### config.mk
export PLATFORM = sky130hd
export DESIGN_NAME = s_mem_init_engine
export DESIGN_NICKNAME = d
export VERILOG_FILES = /design/src/rtl/s_mem_init_engine.sv
export SDC_FILE = /design/constraint.sdc
export NUM_CORES = 1
export LEC_CHECK = 0
export ABC_AREA = 1
export BUFFER_PORTS_ARGS = -buffer_cell sky130_fd_sc_hd__buf_2
export CAP_MARGIN = 30
export CORE_UTILIZATION = 49
export CTS_BUF_LIST = sky130_fd_sc_hd__clkbuf_16
export CTS_CLUSTER_DIAMETER = 30
export DETAILED_ROUTE_END_ITERATION = 6
export PLACE_DENSITY = 0.75
export REMOVE_ABC_BUFFERS = 1
export SLEW_MARGIN = 25
export SYNTH_ARGS = -nofsm -noshare
export SYNTH_HDL_FRONTEND = slang
export SYNTH_SLANG_ARGS = --single-unit
### constraint.sdc
create_clock -name clk -period 1.5 [get_ports clk]
set_input_delay 0.225 -clock clk [delete_from_list [all_inputs] [get_ports clk]]
set_output_delay 0.225 -clock clk [all_outputs]
set_load 0.02 [all_outputs]
### src/rtl/s_mem_init_engine.sv
// Walks addresses 0..DEPTH-1 writing a mode-selected pattern, then pulses done.
// Define S_MEM_INIT_VERIFY_EN to add a read-back verify pass driving err/err_addr.
module s_mem_init_engine #(
  parameter int ADDR_W   = 8,
  parameter int DATA_W   = 8,
  parameter int DEPTH    = 256,
  parameter int GAP      = 0,
  parameter int READ_LAT = 1
) (
  input  logic              clk,
  input  logic              reset,
  input  logic              start,
  input  logic [1:0]        mode,
  input  logic [DATA_W-1:0] fill_value,
  output logic [ADDR_W-1:0] mem_addr,
  output logic [DATA_W-1:0] mem_wdata,
  output logic              mem_wren,
  input  logic [DATA_W-1:0] mem_q,
  output logic              busy,
  output logic              done,
  output logic              err,
  output logic [ADDR_W-1:0] err_addr
);

  localparam logic [ADDR_W-1:0] LAST     = ADDR_W'(DEPTH - 1);
  localparam logic [3:0]        GAP_LAST = 4'((GAP > 0) ? GAP - 1 : 0);

  typedef enum logic [2:0] {
    ST_IDLE, ST_WRITE, ST_GAP, ST_DONE
`ifdef S_MEM_INIT_VERIFY_EN
    , ST_RD_ISSUE, ST_RD_WAIT
`endif
  } state_t;

  state_t            state_reg, state_next;
  logic [ADDR_W-1:0] cnt_reg, cnt_next, cnt_plus;
  logic [3:0]        gap_reg, gap_next;
  logic [1:0]        mode_reg, mode_next;
  logic [DATA_W-1:0] fill_reg, fill_next;
  logic [ADDR_W-1:0] addr_reg, addr_next;
  logic [DATA_W-1:0] wdata_reg, wdata_next;
  logic              wren_reg, wren_next;
  logic              busy_reg, busy_next;
  logic              done_reg, done_next;
  logic              next_write, last_write;

  function automatic logic [DATA_W-1:0] pattern(input logic [1:0]        m,
                                                input logic [DATA_W-1:0] f,
                                                input logic [ADDR_W-1:0] c);
    logic [ADDR_W-1:0] desc;
    desc = LAST - c;
    case (m)
      2'd0:    pattern = DATA_W'(c);
      2'd1:    pattern = f;
      2'd2:    pattern = DATA_W'(desc);
      default: pattern = DATA_W'(c) ^ f;
    endcase
  endfunction

`ifdef S_MEM_INIT_VERIFY_EN
  localparam logic [1:0] LAT_LAST = 2'(READ_LAT - 1);
  logic [1:0]        lat_reg, lat_next;
  logic              err_reg, err_next;
  logic [ADDR_W-1:0] err_addr_reg, err_addr_next;
`endif

  always_comb begin
    state_next = state_reg;
    cnt_next   = cnt_reg;
    cnt_plus   = cnt_reg + ADDR_W'(1);
    gap_next   = gap_reg;
    mode_next  = mode_reg;
    fill_next  = fill_reg;
    addr_next  = addr_reg;
    wdata_next = wdata_reg;
    wren_next  = 1'b0;
    busy_next  = busy_reg;
    done_next  = 1'b0;
    next_write = 1'b0;
    last_write = 1'b0;
`ifdef S_MEM_INIT_VERIFY_EN
    lat_next      = lat_reg;
    err_next      = err_reg;
    err_addr_next = err_addr_reg;
`endif
    case (state_reg)
      ST_IDLE: begin
        if (start) begin
          mode_next  = mode;
          fill_next  = fill_value;
          cnt_next   = '0;
          state_next = ST_WRITE;
          wren_next  = 1'b1;
          addr_next  = '0;
          wdata_next = pattern(mode, fill_value, '0);
          busy_next  = 1'b1;
`ifdef S_MEM_INIT_VERIFY_EN
          err_next      = 1'b0;
          err_addr_next = '0;
`endif
        end
      end
      ST_WRITE: begin
        if (GAP > 0) begin
          state_next = ST_GAP;
          gap_next   = '0;
        end else if (cnt_reg == LAST) begin
          last_write = 1'b1;
        end else begin
          next_write = 1'b1;
        end
      end
      ST_GAP: begin
        // Address and data deliberately hold through the idle cycles.
        if (gap_reg == GAP_LAST) begin
          if (cnt_reg == LAST) last_write = 1'b1;
          else                 next_write = 1'b1;
        end else begin
          gap_next = gap_reg + 4'd1;
        end
      end
`ifdef S_MEM_INIT_VERIFY_EN
      ST_RD_ISSUE: begin
        state_next = ST_RD_WAIT;
        lat_next   = '0;
      end
      ST_RD_WAIT: begin
        if (lat_reg == LAT_LAST) begin
          // Only the first mismatch is recorded.
          if (!err_reg && (mem_q != pattern(mode_reg, fill_reg, cnt_reg))) begin
            err_next      = 1'b1;
            err_addr_next = cnt_reg;
          end
          if (cnt_reg == LAST) begin
            state_next = ST_DONE;
            done_next  = 1'b1;
          end else begin
            cnt_next   = cnt_plus;
            addr_next  = cnt_plus;
            state_next = ST_RD_ISSUE;
          end
        end else begin
          lat_next = lat_reg + 2'd1;
        end
      end
`endif
      ST_DONE: begin
        state_next = ST_IDLE;
        busy_next  = 1'b0;
        addr_next  = '0;
        wdata_next = '0;
      end
      default: state_next = ST_IDLE;
    endcase

    if (next_write) begin
      cnt_next   = cnt_plus;
      state_next = ST_WRITE;
      wren_next  = 1'b1;
      addr_next  = cnt_plus;
      wdata_next = pattern(mode_reg, fill_reg, cnt_plus);
    end
    if (last_write) begin
`ifdef S_MEM_INIT_VERIFY_EN
      state_next = ST_RD_ISSUE;
      cnt_next   = '0;
      addr_next  = '0;
`else
      state_next = ST_DONE;
      done_next  = 1'b1;
`endif
    end
  end

  always_ff @(posedge clk or posedge reset) begin
    if (reset) begin
      state_reg <= ST_IDLE;
      cnt_reg   <= '0;
      gap_reg   <= '0;
      mode_reg  <= '0;
      fill_reg  <= '0;
      addr_reg  <= '0;
      wdata_reg <= '0;
      wren_reg  <= 1'b0;
      busy_reg  <= 1'b0;
      done_reg  <= 1'b0;
    end else begin
      state_reg <= state_next;
      cnt_reg   <= cnt_next;
      gap_reg   <= gap_next;
      mode_reg  <= mode_next;
      fill_reg  <= fill_next;
      addr_reg  <= addr_next;
      wdata_reg <= wdata_next;
      wren_reg  <= wren_next;
      busy_reg  <= busy_next;
      done_reg  <= done_next;
    end
  end

`ifdef S_MEM_INIT_VERIFY_EN
  always_ff @(posedge clk or posedge reset) begin
    if (reset) begin
      lat_reg      <= '0;
      err_reg      <= 1'b0;
      err_addr_reg <= '0;
    end else begin
      lat_reg      <= lat_next;
      err_reg      <= err_next;
      err_addr_reg <= err_addr_next;
    end
  end

  assign err      = err_reg;
  assign err_addr = err_addr_reg;
`else
  logic       unused_mem_q;
  logic [1:0] unused_lat;
  assign unused_mem_q = ^mem_q;
  assign unused_lat   = 2'(READ_LAT);
  assign err          = 1'b0;
  assign err_addr     = '0;
`endif

  assign mem_addr  = addr_reg;
  assign mem_wdata = wdata_reg;
  assign mem_wren  = wren_reg;
  assign busy      = busy_reg;
  assign done      = done_reg;

endmodule

==> results of run 1 <==
==> path summary, 6_finish.rpt <==
| path | start | endpoint | slack [ns] |
|---|---|---|---|
| max reg2reg | cnt_reg[1]$_DFFE_PP0P_ | mem_wdata[4]$_DFFE_PP0P_ | -0.16 |
| min | mode[1] | mode_reg[1]$_DFFE_PP0P_ | 0.17 |
| max | cnt_reg[1]$_DFFE_PP0P_ | mem_wdata[4]$_DFFE_PP0P_ | -0.16 |
| min in group asynchronous | reset | mem_addr[2]$_DFFE_PP0P_ | 0.53 |
| min reg2reg | mem_addr[0]$_DFFE_PP0P_ | mem_addr[0]$_DFFE_PP0P_ | 0.46 |
| max in group asynchronous | reset | cnt_reg[2]$_DFFE_PP0P_ | 0.74 |
==> cells in the final DEF, fill, tap and decap left out, types with 2 or more instances in the layout <==
master / count
buf_4: 36
o211ai_1: 2
o21ai_0: 26
a21oi_2: 6
nand2_1: 96
nand2_4: 7
o21ai_2: 4
o21a_1: 2
nor2_2: 3
ha_4: 5
inv_1: 34
nand3_1: 12
conb_1: 9
nor2_1: 24
buf_6: 6
clkinvlp_4: 2
buf_2: 31
ha_2: 2
a21oi_1: 3
or2_2: 2
inv_2: 8
nand2_2: 4
xnor2_1: 2
nand3_2: 3
clkinv_1: 2
o21ai_1: 6
clkbuf_16: 5
dfrtp_1: 43
nand3_4: 4
==> cell families (layout without fill, tap and decap cells) <==
logic type                 Yosys count  in the layout  synth area share, %
other                                1              9               0.1536
DFF                                 43             43                44.08
AOI/OAI and AO/OA                   50             50                10.92
buffers and inverters               61            129                11.89
adders and majority gates            8              8                4.101
and+or+nand+nor                    160            160                27.78
xor gates and xnor gates             3              3                1.077
==> stage by stage <==
stage,TNS (ns),worst slack (ns)
3_5_place_dp,-3.508,-0.2102
6_report,-1.593,-0.1640
4_1_cts,-2.073,-0.1406
2_1_floorplan,-2.333,-0.1917
5_1_grt,-4.249,-0.2530
3_3_place_gp,-2.490,-0.1659
==> power breakdown <==
group	switching, W	internal (W)
combinational	0.00198	0.00139
clock	0.000424	0.000598
sequential	0.000214	0.00152
==> critical path: cells and delay by family (launching register included) <==
kind                     cells  cell delay [ns]
AO/OA/AOI/OAI                2             0.48
AND/OR/NAND/NOR              5             0.50
adder cells (fa/ha/maj)      1             0.22
flip-flops                   1             0.37
==> cell type report <==
class | instances | area share, %
Multi-Input combinational cell | 230 | 39.41
Clock buffer | 5 | 3.754
Sequential cell | 43 | 32.28
Inverter | 45 | 5.405
Timing Repair Buffer | 76 | 16.14
Tap cell | 67 | 2.515
Clock inverter | 2 | 0.2628
Timing Repair inverter | 1 | 0.2252
==> layer usage <==
layer	up-vias	track usage, %	share of wire [%]
met5	-	0	0
met4	0	7.843	1.8
met3	13	4.696	3.2
met2	54	42.68	51
met1	1106	29.45	44
li1	1144	-	-
==> timing repair <==
item	4_1_cts	5_1_grt
setup endpoints to repair	28	31
pin swaps	10	15
endpoints found under the hold margin	43	0
resized for setup	31	43
gates cloned	1	0
buffers inserted	7	4
hold buffers	1	0
==> results.yml, run 1 <==
clock_tree:
  cts_root_buf: "clkbuf_16"
  path_clk_slew_ns: 0.06
  cts_max_level: 2
  clk_latency_ns: 0.28
  numCtsBuffers: 5
  tritoncts: "yes"
  clock-sinks: 43
  clk_path_buf_depth: 2
run_status:
  status: "finished, violations left"
  violations: "negative setup slack"
setup_path:
  crit_path_start_kind: "flip-flop"
  crit_required_ns: 1.68
  crit_slowest_cell: "dfrtp_1"
  cp_max_fo: 4
  max_stage_delay_ns: 0.37
  crit_type: "reg2reg"
  cp.arrival_ns: 1.84
  worstPathCellList: "ha_2 > nand2_4 > o21ai_1 > nand3_1 > a21oi_1 > nor2_2 > nor2_1 > nor2_1"
  path_common_cell: "nor2_1"
  end_kind: "flip-flop"
  worstRegToRegCells: 8
finish:
  utilization_pct: 70.11
  seqCellArea_mm2: 0.001076
  layoutNonFillerInstCount: 469
  drive_gt1_share_pct: 33.33
  syn2layout_area_growth_pct: 36.55
  final_area_mm2: 0.003333
  antennaDiodeCount: 0
  final_nets: 431
  fillerInstances: 390
  multiInputGateArea_mm2: 0.001314
timing:
  rsz0062_at_grt: "yes"
  slew_viol_final: 0
  setup_viol: 24
  finalCritPeriodShare_pct: 110.9
  finalHoldViolations: 0
  holdWs_ns: 0.1749
  post-route-min-period_ns: 1.664
  worst_slack_ns: -0.1640
  fmaxAchievable_mhz: 601.0
  finClkSkew_ns: 0.007455
detailed_routing:
  wl_um: 6196
  drt-initial-drc-count: 150
  via_per_inst: 4.940
  ant_nets: 0
  vias: 2317
  drc: 0
  first_pass_iters: 4
  wl_per_cell_um: 13.21
die:
  fp-row-count: 25
  initial_core_util_pct: 51.34
  boundaryPins: 49
  die-height_um: 72.58
  core_region_area_mm2: 0.004755
  die-area_mm2: 0.005268
  die_w_um: 72.58
power:
  powerDensity_mw_per_mm2: 1839
  finalPower_w: 0.006129
  ir_drop_mv: 0.9872
  p_leak_nw: 1.764
global_route:
  grt_antenna_before_repair: 0
  grt_first_pass_wirelength_um: 9694
  grt_overflow: 0
  grt_max_degree: 44
  grtUsageTotal_pct: 24.09
  grt_pass1_vias: 2208
logic_synthesis:
  ys_seq_area_share_pct: 44.08
  synth_top_area_share_pct: 44.08
  synth_area_leaders: "dfrtp_1, nand2_1, o21ai_0, inv_1, ha_1"
  syn-mean-instance-area_um2: 7.488
  synth_warnings: 0
  synthCells: 326
  synth_commonest_cells: "nand2_1, dfrtp_1, inv_1, o21ai_0, nor2_1"
  synth_top_area_cell: "dfrtp_1"
  synthFlopType: "dfrtp_1"
  synth_area_mm2: 0.002441
  synth_edf_count: 0
  async_flop_share_pct: 100.0
  synth.most_common_cell: "nand2_1"
  yosys_register_bits: 43
  ys_types: 28
placed_design:
  place_area_mm2: 0.002856
  dp_hpwl_um: 3938
  place_congestion: 0.8250
  numPortBuffers: 31
  dpl.cell_count: 450
hold_path:
  holdPathStages: 3
  hold_path.class: "in2reg"
job:
  max_cap_violations: 0
No activity file was read; power rests on OpenSTA's default activity.
==> run 2: changes to the inputs <==
ABC_AREA = unset   (was 1)
CORE_UTILIZATION = 50   (was 49)
PLACE_DENSITY = 0.76   (was 0.75)
==> run 2 against run 1 <==
Effect of this change: the run still ends with negative setup slack left; clock power up 23%; area after synthesis up 1.2%; sequential cell count unchanged; sequential share of layout area down 3.1 points.
==> results.yml, run 2 <==
global_route:
  grtUsageTotal_pct: 29.52
  grt_pass1_vias: 2407
  grt_max_degree: 44
  grt_first_pass_wirelength_um: 11650
  grt_antenna_before_repair: 0
  grt_overflow: 0
logic_synthesis:
  synth_top_area_cell: "dfrtp_1"
  synth_warnings: 0
  synth_commonest_cells: "dfrtp_1, a21oi_1, o21ai_0, nand2_1, nor2_1"
  yosys_register_bits: 43
  synthCells: 243
  synth_area_leaders: "dfrtp_1, mux2_2, ha_1, buf_4, a21oi_1"
  ys_seq_area_share_pct: 43.57
  ys_types: 59
  synth_edf_count: 0
  syn-mean-instance-area_um2: 10.16
  synthFlopType: "dfrtp_1"
  async_flop_share_pct: 100.0
  synth_area_mm2: 0.002470
  synth.most_common_cell: "dfrtp_1"
  synth_top_area_share_pct: 43.57
power:
  sequentialPowerShare_pct: 23.6
  p_switching_w: 0.003574
  pwr-share-clk_pct: 15.1
  powerDensity_mw_per_mm2: 2238
  switching_share_pct: 43.25
  ir_drop_mv: 1.508
  finalPower_w: 0.008264
  comb_power_share_pct: 61.3
  p_leak_nw: 1.727
  internal-power_w: 0.004690
placed_design:
  numPortBuffers: 31
  place_area_mm2: 0.003002
  post-place-ws_ns: -0.3593
  dp_hpwl_um: 4222
  place_congestion: 0.8378
finish:
  final_nets: 367
  layout_commonest_cell: "buf_4"
  syn2layout_area_growth_pct: 49.54
  drive_gt1_share_pct: 51.33
  layout_common_cells: "buf_4, dfrtp_1, buf_2"
  antennaDiodeCount: 0
  fillerInstances: 266
  final_area_mm2: 0.003694
  utilization_pct: 78.20
clock_tree:
  clk_path_buf_depth: 2
  clock-sinks: 43
  cts_root_buf: "clkbuf_16"
  cts_max_level: 2
  clk_latency_ns: 0.29
  path_clk_slew_ns: 0.06
  numCtsBuffers: 5
  tritoncts: "yes"
setup_path:
  crit_type: "reg2reg"
  worstPathCellList: "ha_4 > nand3_4 > or3_4 > buf_6 > nor4b_4 > mux2i_1 > o221ai_2"
  end_kind: "flip-flop"
  cp_max_fo: 4
  critPathBufInv: 1
  r2r_end: "mem_wdata[6]$_DFFE_PP0P_"
  r2r-start: "cnt_reg[1]$_DFFE_PP0P_"
  worstRegToRegCells: 7
  cpLargestDelayFamily: "simple AND/OR/NAND/NOR gates"
  cp.arrival_ns: 2.00
  crit_path_start_kind: "flip-flop"
  rrSetupSlack_ns: -0.35
  crit_slowest_cell: "or3_4"
  max_stage_delay_ns: 0.43
  crit_required_ns: 1.66
timing:
  rsz0062_at_grt: "yes"
  relSlewSlack_pct: 48.89
  worst_slack_ns: -0.3492
  slew_viol_final: 0
  finalHoldViolations: 0
  worst_pin_slew_ns: 0.7650
  post-route-min-period_ns: 1.849
  fmaxAchievable_mhz: 540.8
  finalCritPeriodShare_pct: 123.3
  finClkSkew_ns: 0.007882
  setup_viol: 29
  fin_setup_tns_ns: -6.710
die:
  die-area_mm2: 0.005225
  fp-row-count: 25
  die-height_um: 72.29
  initial_core_util_pct: 52.29
  core_region_area_mm2: 0.004723
  die_w_um: 72.29
  boundaryPins: 49
detailed_routing:
  drc: 0
  via_per_inst: 5.958
  drt-initial-drc-count: 201
  wl_per_cell_um: 19.20
  first_pass_iters: 5
  ant_nets: 0
  wl_um: 7796
  vias: 2419
hold_path:
  min_from: "fill_value[1]"
  hold_path.class: "in2reg"
  holdPathStages: 2
  min_to: "fill_reg[1]$_DFFE_PP0P_"
run_status:
  violations: "negative setup slack"
  status: "finished, violations left"
job:
  max_cap_violations: 0
[run 2: cell count changes in the layout (fill, tap and decap cells not counted), moves of 9 or more]
cell / previous run / this run
nand2_1: 96 / 9
inv_1: 34 / 5
nor2_1: 24 / 6
o21ai_0: 26 / 10
buf_4: 36 / 48
nand3_1: 12 / 2
a21oi_1: 3 / 12
[run 2: power groups by stage]
stage	clock, W	sequential [W]	combinational, W
detailed placement	0	0.00187	0.00352
floorplan	0	0.00210	0.00190
finish	0.00125	0.00195	0.00507
CTS	0.00122	0.00187	0.00426
global placement	0	0.00185	0.00343
global route	0.00130	0.00199	0.00535
[run 2: final cells by class]
| cell class | count | area, µm² | share of cell area [%] |
|---|---|---|---|
| Clock inverter | 3 | 38.79 | 1.050 |
| Clock buffer | 5 | 125.1 | 3.388 |
| Multi-Input combinational cell | 180 | 1592 | 43.09 |
| Sequential cell | 43 | 1077 | 29.17 |
| Inverter | 11 | 43.79 | 1.186 |
| Tap cell | 67 | 83.83 | 2.270 |
| Timing Repair Buffer | 97 | 733.2 | 19.85 |
[run 2: layer usage]
metal / vias to the layer above / global-route usage (%) / wire length, µm
met5: - / 0 / 0
met4: 0 / 11.11 / 256
met3: 35 / 5.556 / 430
met2: 130 / 49.84 / 3957
met1: 1191 / 37.76 / 3151
li1: 1063 / - / -
[run 2: how the worst max path moves through the flow]
stage                                   from  cells past startpoint  slack [ns]                       end
detailed placement  state_reg[0]$_DFFE_PP0P_                      7       -0.36  mem_wdata[6]$_DFFE_PP0P_
finish                cnt_reg[1]$_DFFE_PP0P_                      7       -0.35  mem_wdata[6]$_DFFE_PP0P_
global route          cnt_reg[2]$_DFFE_PP0P_                      6       -0.45  mem_wdata[5]$_DFFE_PP0P_
global placement    state_reg[0]$_DFFE_PP0P_                      7       -0.27  mem_wdata[5]$_DFFE_PP0P_
CTS                 state_reg[1]$_DFFE_PP0P_                      7       -0.26  mem_wdata[6]$_DFFE_PP0P_
floorplan           state_reg[0]$_DFFE_PP0P_                      7       -0.79   mem_addr[1]$_DFFE_PP0P_
[run 2: kinds of logic after synthesis]
family / after synthesis / synth area share [%]
compound gates: 73 / 20.32
fa+ha+maj: 8 / 4.053
buf+inv: 31 / 7.041
flops: 43 / 43.57
other cells: 1 / 0.1518
xor+xnor: 11 / 3.901
simple gates: 65 / 16.06
mux: 11 / 4.914
[run 2: stage by stage]
| step | hold WS, ns | std cells |
|---|---|---|
| after global placement | 0.2734 | 380 |
| final | 0.1858 | 406 |
| after global routing | 0.1788 | 406 |
| after detailed placement | 0.2810 | 380 |
| after CTS | 0.1791 | 399 |
| after floorplan | 0.3418 | 231 |
[run 2: repair_timing]
action,CTS,global route
hold buffers,1,0
gates cloned,4,0
resized for setup,45,46
pin swaps,18,17
buffers inserted,8,9
endpoints found under the hold margin,43,0
endpoints found under the setup margin,35,40
